`config.mk`:
```
export PLATFORM = sky130hd
export DESIGN_NAME = hart_status_ctrl_flat
export DESIGN_NICKNAME = d
export VERILOG_FILES = /design/src/rtl/hart_status_ctrl_if.sv /design/src/rtl/hart_status_ctrl.sv /design/src/flat_wrapper.sv
export SDC_FILE = /design/constraint.sdc
export NUM_CORES = 1
export LEC_CHECK = 0
export BUFFER_PORTS_ARGS = -buffer_cell sky130_fd_sc_hd__buf_2
export CORE_MARGIN = 5
export CORE_UTILIZATION = 40
export CTS_CLUSTER_DIAMETER = 40
export DETAILED_ROUTE_END_ITERATION = 8
export HOLD_SLACK_MARGIN = 0.02
export PLACE_DENSITY = 0.69
export SYNTH_ARGS = -nofsm -noshare
export SYNTH_HDL_FRONTEND = slang
export SYNTH_SLANG_ARGS = --single-unit
```
`constraint.sdc`:
```
create_clock -name PCLK -period 1.3 [get_ports PCLK]
set_clock_uncertainty 0.05 [all_clocks]
set_input_delay 0.065 -clock PCLK [delete_from_list [all_inputs] [get_ports PCLK]]
set_output_delay 0.065 -clock PCLK [all_outputs]
set_load 0.1 [all_outputs]
```
`src/rtl/hart_status_ctrl_if.sv`:
```
// APB signal bundle for the hart status/control block.
interface hart_status_ctrl_if;
  logic       PSEL;
  logic       PENABLE;
  logic       PWRITE;
  logic [7:0] PADDR;
  logic [7:0] PWDATA;
  logic [7:0] PRDATA;
  logic       PREADY;
  logic       PSLVERR;

  modport master (
    output PSEL, PENABLE, PWRITE, PADDR, PWDATA,
    input  PRDATA, PREADY, PSLVERR
  );

  modport slave (
    input  PSEL, PENABLE, PWRITE, PADDR, PWDATA,
    output PRDATA, PREADY, PSLVERR
  );
endinterface

```
`src/rtl/hart_status_ctrl.sv`:
```
// Debug/reset control for a hart cluster: debug requests, reset pulses,
// sticky halt-event flags and a maskable halt interrupt over APB.
module hart_status_ctrl #(
  parameter int unsigned NUM_HARTS          = 2,
  parameter int unsigned RESET_PULSE_CYCLES = 3,
  parameter bit          DEBUG_AUTO_CLEAR   = 1'b1
) (
  input  logic                 PCLK,
  input  logic                 PRESET,
  hart_status_ctrl_if.slave    apb,
  output logic [NUM_HARTS-1:0] DEBUG_REQUEST,
  input  logic [NUM_HARTS-1:0] DEBUG_ACK,
  output logic [NUM_HARTS-1:0] RESET_REQUEST,
  input  logic [NUM_HARTS-1:0] HALTED,
  output logic                 IRQ
);

  localparam int unsigned CW = $clog2(RESET_PULSE_CYCLES + 1);

  localparam logic [7:0] ADDR_DBG_REQ  = 8'h00;
  localparam logic [7:0] ADDR_DBG_CLR  = 8'h01;
  localparam logic [7:0] ADDR_RST      = 8'h02;
  localparam logic [7:0] ADDR_ACK      = 8'h03;
  localparam logic [7:0] ADDR_HALT     = 8'h04;
  localparam logic [7:0] ADDR_HALT_EVT = 8'h05;
  localparam logic [7:0] ADDR_IRQ_EN   = 8'h06;

  logic                 acc, wr, mapped;
  logic [NUM_HARTS-1:0] wdata, rdata_h;
  logic [NUM_HARTS-1:0] dbg_q, ack_q, halt_q, evt_q, irq_en_q;
  logic [NUM_HARTS-1:0] dbg_set, dbg_clr, ack_rise, rst_set, evt_clr;
  logic [NUM_HARTS-1:0] dbg_next, evt_next;
  logic [CW-1:0]        cnt [NUM_HARTS];
  logic                 unused_ok;

  assign acc       = apb.PSEL & apb.PENABLE;
  assign wr        = acc & apb.PWRITE;
  assign wdata     = apb.PWDATA[NUM_HARTS-1:0];
  assign unused_ok = ^apb.PWDATA;

  assign dbg_set  = (wr && apb.PADDR == ADDR_DBG_REQ)  ? wdata : '0;
  assign dbg_clr  = (wr && apb.PADDR == ADDR_DBG_CLR)  ? wdata : '0;
  assign rst_set  = (wr && apb.PADDR == ADDR_RST)      ? wdata : '0;
  assign evt_clr  = (wr && apb.PADDR == ADDR_HALT_EVT) ? wdata : '0;
  assign ack_rise = DEBUG_AUTO_CLEAR ? (DEBUG_ACK & ~ack_q) : '0;

  // Set terms are OR-ed last so a same-cycle W1S / rising HALTED wins over clears.
  assign dbg_next = (dbg_q & ~dbg_clr & ~ack_rise) | dbg_set;
  assign evt_next = (evt_q & ~evt_clr) | (HALTED & ~halt_q);

  always_ff @(posedge PCLK or posedge PRESET) begin
    if (PRESET) begin
      dbg_q    <= '0;
      ack_q    <= '0;
      halt_q   <= '0;
      evt_q    <= '0;
      irq_en_q <= '0;
      for (int unsigned i = 0; i < NUM_HARTS; i++) cnt[i] <= '0;
    end else begin
      dbg_q  <= dbg_next;
      ack_q  <= DEBUG_ACK;
      halt_q <= HALTED;
      evt_q  <= evt_next;
      if (wr && apb.PADDR == ADDR_IRQ_EN) irq_en_q <= wdata;
      for (int unsigned i = 0; i < NUM_HARTS; i++) begin
        if (rst_set[i])      cnt[i] <= CW'(RESET_PULSE_CYCLES);
        else if (cnt[i] != '0) cnt[i] <= cnt[i] - CW'(1);
      end
    end
  end

  always_comb begin
    RESET_REQUEST = '0;
    for (int unsigned i = 0; i < NUM_HARTS; i++) RESET_REQUEST[i] = (cnt[i] != '0);
  end

  assign DEBUG_REQUEST = dbg_q;
  assign IRQ           = |(evt_q & irq_en_q);

  always_comb begin
    rdata_h = '0;
    mapped  = 1'b1;
    case (apb.PADDR)
      ADDR_DBG_REQ, ADDR_DBG_CLR: rdata_h = dbg_q;
      ADDR_RST:                   rdata_h = RESET_REQUEST;
      ADDR_ACK:                   rdata_h = DEBUG_ACK;
      ADDR_HALT:                  rdata_h = HALTED;
      ADDR_HALT_EVT:              rdata_h = evt_q;
      ADDR_IRQ_EN:                rdata_h = irq_en_q;
      default:                    mapped  = 1'b0;
    endcase
  end

  always_comb begin
    apb.PRDATA = '0;
    if (acc) apb.PRDATA[NUM_HARTS-1:0] = rdata_h;
  end

  assign apb.PREADY  = 1'b1;
  assign apb.PSLVERR = acc & ~mapped;

endmodule

```
`src/flat_wrapper.sv`:
```
// flat-port wrapper written by rule: the top's interface ports become plain ports
module hart_status_ctrl_flat 
#(
  parameter int unsigned NUM_HARTS          = 2,
  parameter int unsigned RESET_PULSE_CYCLES = 3,
  parameter bit          DEBUG_AUTO_CLEAR   = 1'b1
)
  (PCLK, PRESET, DEBUG_REQUEST, DEBUG_ACK, RESET_REQUEST, HALTED, IRQ, apb_PSEL, apb_PENABLE, apb_PWRITE, apb_PADDR, apb_PWDATA, apb_PRDATA, apb_PREADY, apb_PSLVERR);
  hart_status_ctrl_if apb_i ();
  input  logic PCLK;
  input  logic PRESET;
  output logic [NUM_HARTS-1:0] DEBUG_REQUEST;
  input  logic [NUM_HARTS-1:0] DEBUG_ACK;
  output logic [NUM_HARTS-1:0] RESET_REQUEST;
  input  logic [NUM_HARTS-1:0] HALTED;
  output logic IRQ;
  input wire logic [$bits(apb_i.PSEL)-1:0] apb_PSEL;
  input wire logic [$bits(apb_i.PENABLE)-1:0] apb_PENABLE;
  input wire logic [$bits(apb_i.PWRITE)-1:0] apb_PWRITE;
  input wire logic [$bits(apb_i.PADDR)-1:0] apb_PADDR;
  input wire logic [$bits(apb_i.PWDATA)-1:0] apb_PWDATA;
  output wire logic [$bits(apb_i.PRDATA)-1:0] apb_PRDATA;
  output wire logic [$bits(apb_i.PREADY)-1:0] apb_PREADY;
  output wire logic [$bits(apb_i.PSLVERR)-1:0] apb_PSLVERR;
  assign apb_i.PSEL = apb_PSEL;
  assign apb_i.PENABLE = apb_PENABLE;
  assign apb_i.PWRITE = apb_PWRITE;
  assign apb_i.PADDR = apb_PADDR;
  assign apb_i.PWDATA = apb_PWDATA;
  assign apb_PRDATA = apb_i.PRDATA;
  assign apb_PREADY = apb_i.PREADY;
  assign apb_PSLVERR = apb_i.PSLVERR;
  hart_status_ctrl #(.NUM_HARTS(NUM_HARTS), .RESET_PULSE_CYCLES(RESET_PULSE_CYCLES), .DEBUG_AUTO_CLEAR(DEBUG_AUTO_CLEAR)) u_core (.PCLK(PCLK), .PRESET(PRESET), .apb(apb_i), .DEBUG_REQUEST(DEBUG_REQUEST), .DEBUG_ACK(DEBUG_ACK), .RESET_REQUEST(RESET_REQUEST), .HALTED(HALTED), .IRQ(IRQ));
endmodule
```
==> out/qor.yml, run 1 <==
finalMaxSlewViolations: 0
r2r_end: "u_core.cnt[3]"
setup_viol_count_final: 6
cp_max_fo: 2
worst-endpoint-arrival_ps: 1720
worstSetupEndpointType: "output pin"
die_footprint_um2: 3358
r2r_start: "u_core.cnt[2]"
total_of_warnings_raised_by_yosys: 0
floorplan.core_area_um2: 2212
pwr_density_cell_nw_per_um2: 1575
total_leakage_power_nw: 0.7384
port_buffers: 26
rows: 17
yosys.cell_types.count: 31
timing.final.crit_share_pct: 140.8
cts_root_buffer: "sky130_fd_sc_hd__clkbuf_4"
sink_count: 14
vias: 857
grt_max_degree: 15
drcViolationCount: 0
clock_tree_from_tritoncts: "done"
detail_route.first_pass.iterations: 4
cp-startpoint: "u_core.cnt[2]"
worst-setup-path-type: "register to output pin"
cp-endpoint: "apb_PRDATA[0]"
post_synth_instance_area_um2: 919.6
htree_num_levels: 1
worstHoldPathType: "input port to register"
num-nets-final: 177
finalPower_mw: 2.386
achievable-frequency_mhz: 546.4
initial_core_util_pct: 41.57
syn_avg_cell_area_um2: 9.680
routed_wire_length_per_instance_um: 13.58
dp.final_hpwl_um: 1783
grt_pass1_vias: 868
die-width_um: 57.95
die_height_um: 57.95
area.sequential_um2: 352.8
count_of_inserted_antenna_diode_cells: 0
place_congestion: 0.7505
hold_depth: 3
syn-instance-count: 95
antenna_violating_nets_post_route: 0
syn2layout_area_growth_pct: 64.76
rsz0062_at_grt: "yes"
max-slew-margin-rel_pct: 63.21
cap_viol_max_count: 0
grt_first_pass_wirelength_um: 3795
critical_path_required_ps: 1190
drt_first_iter_violations: 21
hold_viol: 0
synth_seq_area_share_pct: 38.10
fillCellCount: 174
num_io_pins: 40
layout-drive-gt1-share_pct: 46.98
post_layout_nonfiller_instances: 177
tightest_slew_ps: 551.2
grt_antenna_before_repair: 0
grt_overflow: 0
multi_input_comb_area_um2: 550.5
ff2ff_setup_slack_ps: -30
worst_reg2reg_path_length_in_cells: 7
vias_per_cell: 4.842
tritoncts.num_buffers: 3
ys_ff_latch: 14
min_period_ps: 1830
critPathLaunchType: "register"
clock_insertion_delay_worst_skew_ps: 280
clk_transition_reported_paths_ps: 80
place_ws_ps: -185.8
outcome: "complete, but fails checks"
clockBufferDepth: 2
grt.total_usage_pct: 14.66
placedCellCount: 160
peakVddDrop_v: 0.001101
failed_checks: "setup timing"
finalWirelength_um: 2403
layout_setup_ws_ps: -530.3
==> worst min-delay path by stage <==
| stage | start | to | slack [ps] |
|---|---|---|---|
| after floorplan | PRESET | u_core.ack_q[0] | -100 |
| after global placement | PRESET | u_core.halt_q[1] | 80 |
| after detailed placement | PRESET | u_core.halt_q[1] | 100 |
| after CTS | apb_PADDR[0] | u_core.DEBUG_REQUEST[1] | 100 |
| after global routing | apb_PADDR[0] | u_core.DEBUG_REQUEST[1] | 110 |
| final | apb_PADDR[0] | u_core.DEBUG_REQUEST[1] | 110 |
==> routing by layer <==
layer / track usage, % / share of wire (%)
met4: 3.642 / 0.54
met5: 0 / 0
met3: 4.900 / 4.9
met1: 18.50 / 44
met2: 24.03 / 50
==> Yosys cell counts <==
| library cell | n | area, um^2 |
|---|---|---|
| sky130_fd_sc_hd__a211oi_1 | 2 | 15.01 |
| sky130_fd_sc_hd__a21oi_1 | 1 | 5.000 |
| sky130_fd_sc_hd__a22o_1 | 3 | 26.28 |
| sky130_fd_sc_hd__a31oi_1 | 1 | 6.260 |
| sky130_fd_sc_hd__and4b_1 | 2 | 20.02 |
| sky130_fd_sc_hd__and4bb_2 | 1 | 12.51 |
| sky130_fd_sc_hd__buf_2 | 2 | 10.01 |
| sky130_fd_sc_hd__buf_4 | 7 | 52.55 |
| sky130_fd_sc_hd__clkbuf_1 | 1 | 3.750 |
| sky130_fd_sc_hd__conb_1 | 2 | 7.510 |
| sky130_fd_sc_hd__dfrtp_1 | 14 | 350.3 |
| sky130_fd_sc_hd__ha_1 | 2 | 25.02 |
| sky130_fd_sc_hd__inv_1 | 11 | 41.29 |
| sky130_fd_sc_hd__mux2_1 | 2 | 22.52 |
| sky130_fd_sc_hd__mux2_2 | 3 | 33.78 |
| sky130_fd_sc_hd__mux2i_1 | 2 | 20.02 |
| sky130_fd_sc_hd__nand2_1 | 2 | 7.510 |
| sky130_fd_sc_hd__nand2b_1 | 3 | 18.77 |
| sky130_fd_sc_hd__nand3_1 | 5 | 25.02 |
| sky130_fd_sc_hd__nand3b_1 | 2 | 15.01 |
| sky130_fd_sc_hd__nand4_1 | 1 | 6.260 |
| sky130_fd_sc_hd__nand4_2 | 1 | 12.51 |
| sky130_fd_sc_hd__nor2_1 | 2 | 7.510 |
| sky130_fd_sc_hd__nor2b_1 | 7 | 43.79 |
| sky130_fd_sc_hd__nor3_1 | 3 | 15.01 |
| sky130_fd_sc_hd__nor3b_1 | 2 | 15.01 |
| sky130_fd_sc_hd__nor4b_4 | 1 | 23.77 |
| sky130_fd_sc_hd__o21ai_0 | 2 | 10.01 |
| sky130_fd_sc_hd__o311a_1 | 2 | 20.02 |
| sky130_fd_sc_hd__o31ai_1 | 4 | 30.03 |
| sky130_fd_sc_hd__xor2_1 | 2 | 17.52 |
==> layout by cell type (no fill, tap or decap), types with 3 or more instances in the layout <==
cell type                       count
sky130_fd_sc_hd__a22o_1             3
sky130_fd_sc_hd__buf_12             7
sky130_fd_sc_hd__buf_2             20
sky130_fd_sc_hd__buf_4             14
sky130_fd_sc_hd__buf_6              7
sky130_fd_sc_hd__clkbuf_4           3
sky130_fd_sc_hd__conb_1             7
sky130_fd_sc_hd__dfrtp_1           12
sky130_fd_sc_hd__dlygate4sd3_1      7
sky130_fd_sc_hd__inv_1              7
sky130_fd_sc_hd__nand2b_1           3
sky130_fd_sc_hd__nand3_1            5
sky130_fd_sc_hd__nor2b_1            7
sky130_fd_sc_hd__o31ai_1            3
==> registers in the layout, indices dropped and copies added (netlist names) <==
register	cells
u_core.cnt	4
u_core.DEBUG_REQUEST	2
u_core.ack_q	2
u_core.evt_q	2
u_core.halt_q	2
u_core.irq_en_q	2
==> logic make-up (layout without fill, tap and decap cells) <==
logic type / Yosys count / count (layout) / synth area share [%]
XOR/XNOR: 2 / 2 / 1.905
AND/OR/NAND/NOR: 32 / 32 / 24.22
adder cells (fa/ha/maj): 2 / 2 / 2.721
AO/OA/AOI/OAI: 15 / 15 / 12.25
other: 2 / 7 / 0.8166
multiplexers: 7 / 7 / 8.299
flip-flops: 14 / 14 / 38.10
buffers and inverters: 21 / 70 / 11.70
==> critical path, stage by stage (launching register included) <==
cell,delay [ps]
sky130_fd_sc_hd__dfrtp_1,380
sky130_fd_sc_hd__inv_2,60
sky130_fd_sc_hd__ha_4,150
sky130_fd_sc_hd__nor2b_1,120
sky130_fd_sc_hd__o311a_1,360
sky130_fd_sc_hd__nor3_4,150
sky130_fd_sc_hd__buf_12,200
==> timing repair <==
item / in CTS / in global routing
setup endpoints to repair: 6 / 6
setup buffers: 2 / 6
resized for setup: 5 / 12
hold endpoints to repair: 22 / 0
pin swaps: 1 / 1
hold buffers: 7 / 0
==> report_power, final <==
part	internal [mW]	switching, mW
Sequential	0.514	0.0393
Clock	0.171	0.147
Combinational	0.730	0.785
==> stage by stage <==
stage | hold slack, ps | utilization [%] | area, um^2 | TNS [ps]
final | 110.4 | 68.50 | 1515 | -1221
after global routing | 109.9 | 68.50 | 1515 | -1586
after CTS | 103.6 | 64.82 | 1434 | -1286
after detailed placement | 95.05 | 58.99 | 1305 | -372.6
after global placement | 80.46 | 58.99 | 1305 | -359.0
after floorplan | -95.92 | - | 983.4 | -1630
==> area by class of cell <==
| cell class | count | area share, % |
|---|---|---|
| clock buffers | 4 | 2.395 |
| inverters | 11 | 3.055 |
| multi-input cells | 65 | 36.33 |
| flip-flops and latches | 14 | 23.29 |
| well taps | 28 | 2.312 |
| repair buffers | 55 | 32.62 |
Note: power is estimated with default switching activity, not from simulation.
==> inputs of run 2 (changes only) <==
ABC_AREA = 1   (was not set)
==> run 2 against run 1 <==
The flow still finishes with violations (setup timing). Flip-flop and latch count did not move. Synthesized cell count rose by 35%. Clock power fell by 5%. Count of clock-buffer cells in the layout did not move. Sequential share of layout area rose by 1.9 points. Routed wire length fell by 2.5%. Sequential power rose by 1%. Synthesized area rose by 1.2%. Critical path depth did not move. Global-route usage fell by 0.33 points. Fmax rose by 26%. Register-to-register slack got worse by 30 ps. Critical path type unchanged. Critical endpoint is now apb_PRDATA[1].
==> out/qor.yml, run 2 <==
placedCellCount: 181
syn-instance-count: 128
port_buffers: 26
die_height_um: 58.24
timing.critical_path.slowest_stage_cell: "sky130_fd_sc_hd__dfrtp_1"
async_reset_ff_share_pct: 100.0
switching_power_mw: 0.9308
achievable-frequency_mhz: 690.3
max-slew-margin-rel_pct: 65.67
mostFrequentLayoutCell: "sky130_fd_sc_hd__nand2_1"
worstHoldPathType: "input port to register"
sink_count: 14
post_synth_instance_area_um2: 930.9
routed_wire_length_per_instance_um: 11.72
cts_root_buffer: "sky130_fd_sc_hd__clkbuf_4"
worst_reg2reg_path_length_in_cells: 7
layout.cells.most_common_list: "22 x sky130_fd_sc_hd__nand2_1, 21 x sky130_fd_sc_hd__buf_2, 17 x sky130_fd_sc_hd__nand3_1"
dpl-instance-area_um2: 1216
grt_first_pass_wirelength_um: 3829
post_layout_nonfiller_instances: 200
p_sw_share_pct: 43.23
total_of_warnings_raised_by_yosys: 0
worstSetupEndpointType: "output pin"
clock_power_share_pct: 14.1
count_of_inserted_antenna_diode_cells: 0
initial_core_util_pct: 42.08
r2r_start: "u_core.cnt[1]"
grt_antenna_before_repair: 0
synth.area.top_cells: "sky130_fd_sc_hd__dfrtp_1 38%, sky130_fd_sc_hd__nand2_1 9.3%, sky130_fd_sc_hd__nand3_1 9.1%"
path_depth: 6
final_design_area_no_fill_um2: 1411
finalMaxSlewViolations: 0
synth_seq_area_share_pct: 37.63
syn_avg_cell_area_um2: 7.273
clockBufferDepth: 2
finalWirelength_um: 2344
critPathLaunchType: "register"
htree_num_levels: 1
finalPower_mw: 2.153
cp-startpoint: "u_core.cnt[1]"
critical_path_required_ps: 1190
antenna_violating_nets_post_route: 0
grt_pass1_vias: 952
die_footprint_um2: 3392
synth_edf_count: 0
vias_per_cell: 4.845
setup_viol_count_final: 6
pwr_density_cell_nw_per_um2: 1526
rows: 17
clock_tree_from_tritoncts: "done"
drt_first_iter_violations: 27
timing.final.crit_share_pct: 111.4
grt.total_usage_pct: 14.33
peakVddDrop_v: 0.001556
r2r_end: "u_core.cnt[1]"
place_congestion: 0.8135
detail_route.first_pass.iterations: 4
layout_setup_ws_ps: -148.7
synthTopCellsByCount: "23 x sky130_fd_sc_hd__nand2_1, 17 x sky130_fd_sc_hd__inv_1, 17 x sky130_fd_sc_hd__nand3_1, 14 x sky130_fd_sc_hd__dfrtp_1, 10 x sky130_fd_sc_hd__nor2_1"
synth_most_common_cell: "sky130_fd_sc_hd__nand2_1"
yosys.area.top_type: "sky130_fd_sc_hd__dfrtp_1"
failed_checks: "setup timing"
flip_flop_count_of_the_largest_register_after_layout: 4
min_period_ps: 1449
worst-endpoint-arrival_ps: 1330
rsz0062_at_grt: "yes"
num-nets-final: 200
critical_path.n_buffers_inverters: 2
synth_largest_type_area_fraction_pct: 37.63
die-width_um: 58.24
crit_chain: "inv_2 > ha_4 > nor2_4 > nor2_2 > a21oi_4 > buf_12"
worst-setup-path-type: "register to output pin"
reg_with_most_ffs: "u_core.cnt"
timing.critical_path.slowest_cell_delay_ps: 380
cp-endpoint: "apb_PRDATA[1]"
outcome: "complete, but fails checks"
syn2layout_area_growth_pct: 51.61
total_leakage_power_nw: 0.7003
power.share.combinational_pct: 60.0
layout-drive-gt1-share_pct: 43.60
grt_max_degree: 15
tritoncts.num_buffers: 3
num_io_pins: 40
cell_internal_pwr_mw: 1.222
clk_transition_reported_paths_ps: 80
dp.final_hpwl_um: 1768
cp_max_fo: 3
hold_viol: 0
power.sequential.fraction_pct: 26.0
floorplan.core_area_um2: 2212
critical_path.top_delay_family: "flip-flops"
ys_ff_latch: 14
vias: 969
clock_insertion_delay_worst_skew_ps: 270
fin_util_pct: 63.80
yosys.cell_types.count: 23
grt_overflow: 0
drcViolationCount: 0
tightest_slew_ps: 514.3
ff2ff_setup_slack_ps: -60
cap_viol_max_count: 0
ys.flop_type: "sky130_fd_sc_hd__dfrtp_1"
## run 2: changes by cell type after synthesis, sizes merged, moves of 3 or more
cell and change:
nand3 +12, mux2 -5, nor2 +16, inv +11
nand2 +25, o31ai -4, o21ai +4, nand2b -3
nor2b -7
## run 2: what timing repair did
action / CTS / global route
pin swaps: 5 / 2
endpoints found under the setup margin: 4 / 6
endpoints found under the hold margin: 22 / 0
gates resized for setup: 4 / 4
hold buffers: 7 / 0
buffers inserted: 5 / 3
## run 2: final cells by class
cell class	count	area [um^2]
clock buffers	4	36.28
repair buffers	42	354.1
flip-flops and latches	14	355.3
well taps	28	35.03
inverters	23	98.84
fillers	192	800.8
multi-input cells	89	531.8
## run 2: worst min-delay path by stage
stage	start	to	slack [ps]	cells past startpoint
CTS	DEBUG_ACK[0]	u_core.DEBUG_REQUEST[0]	70	4
global route	DEBUG_ACK[0]	u_core.DEBUG_REQUEST[0]	110	4
detailed placement	PRESET	u_core.halt_q[1]	70	2
global placement	PRESET	u_core.halt_q[1]	70	2
floorplan	PRESET	u_core.ack_q[0]	-100	1
finish	DEBUG_ACK[0]	u_core.DEBUG_REQUEST[0]	80	4
## run 2: power by group through the flow
stage          clock network, mW  logic, mW  registers [mW]
4_1_cts                    0.313       1.17           0.558
3_5_place_dp                   0       1.02           0.568
3_3_place_gp                   0      0.991           0.563
5_1_grt                    0.331       1.39           0.564
6_report                   0.303       1.29           0.559
2_1_floorplan                  0      0.771           0.559
## run 2: worst min-delay path, cell delays in order
cell	delay, ps
sky130_fd_sc_hd__buf_2	120
sky130_fd_sc_hd__inv_1	50
sky130_fd_sc_hd__o211ai_1	90
sky130_fd_sc_hd__nand2_1	60
## run 2: cell families (layout without fill, tap and decap cells)
| kind of cell | count (synthesis) | count (layout) | synth area share, % |
|---|---|---|---|
| AOI/OAI and AO/OA | 12 | 12 | 7.661 |
| and+or+nand+nor | 68 | 68 | 35.75 |
| adders and majority gates | 2 | 2 | 2.688 |
| DFF | 14 | 14 | 37.63 |
| buffers and inverters | 30 | 69 | 15.46 |
| other | 2 | 7 | 0.8068 |
## run 2: routing by layer
| layer | vias up | track usage (%) | routed length (um) |
|---|---|---|---|
| met5 | - | 0 | 0 |
| met1 | 445 | 17.01 | 912 |
| li1 | 486 | - | - |
| met3 | 5 | 2.895 | 195 |
| met2 | 33 | 25.48 | 1206 |
| met4 | 0 | 4.967 | 30 |
## run 2: through the flow
| step | TNS (ps) | setup slack [ps] | hold WS, ps |
|---|---|---|---|
| after floorplan | -1109 | -298.3 | -95.83 |
| after global placement | 0 | 63.59 | 69.37 |
| after detailed placement | 0 | 62.10 | 74.80 |
| after CTS | -509.1 | -172.8 | 72.29 |
| after global routing | -887.7 | -205.9 | 108.1 |
| final | -579.0 | -148.7 | 77.45 |
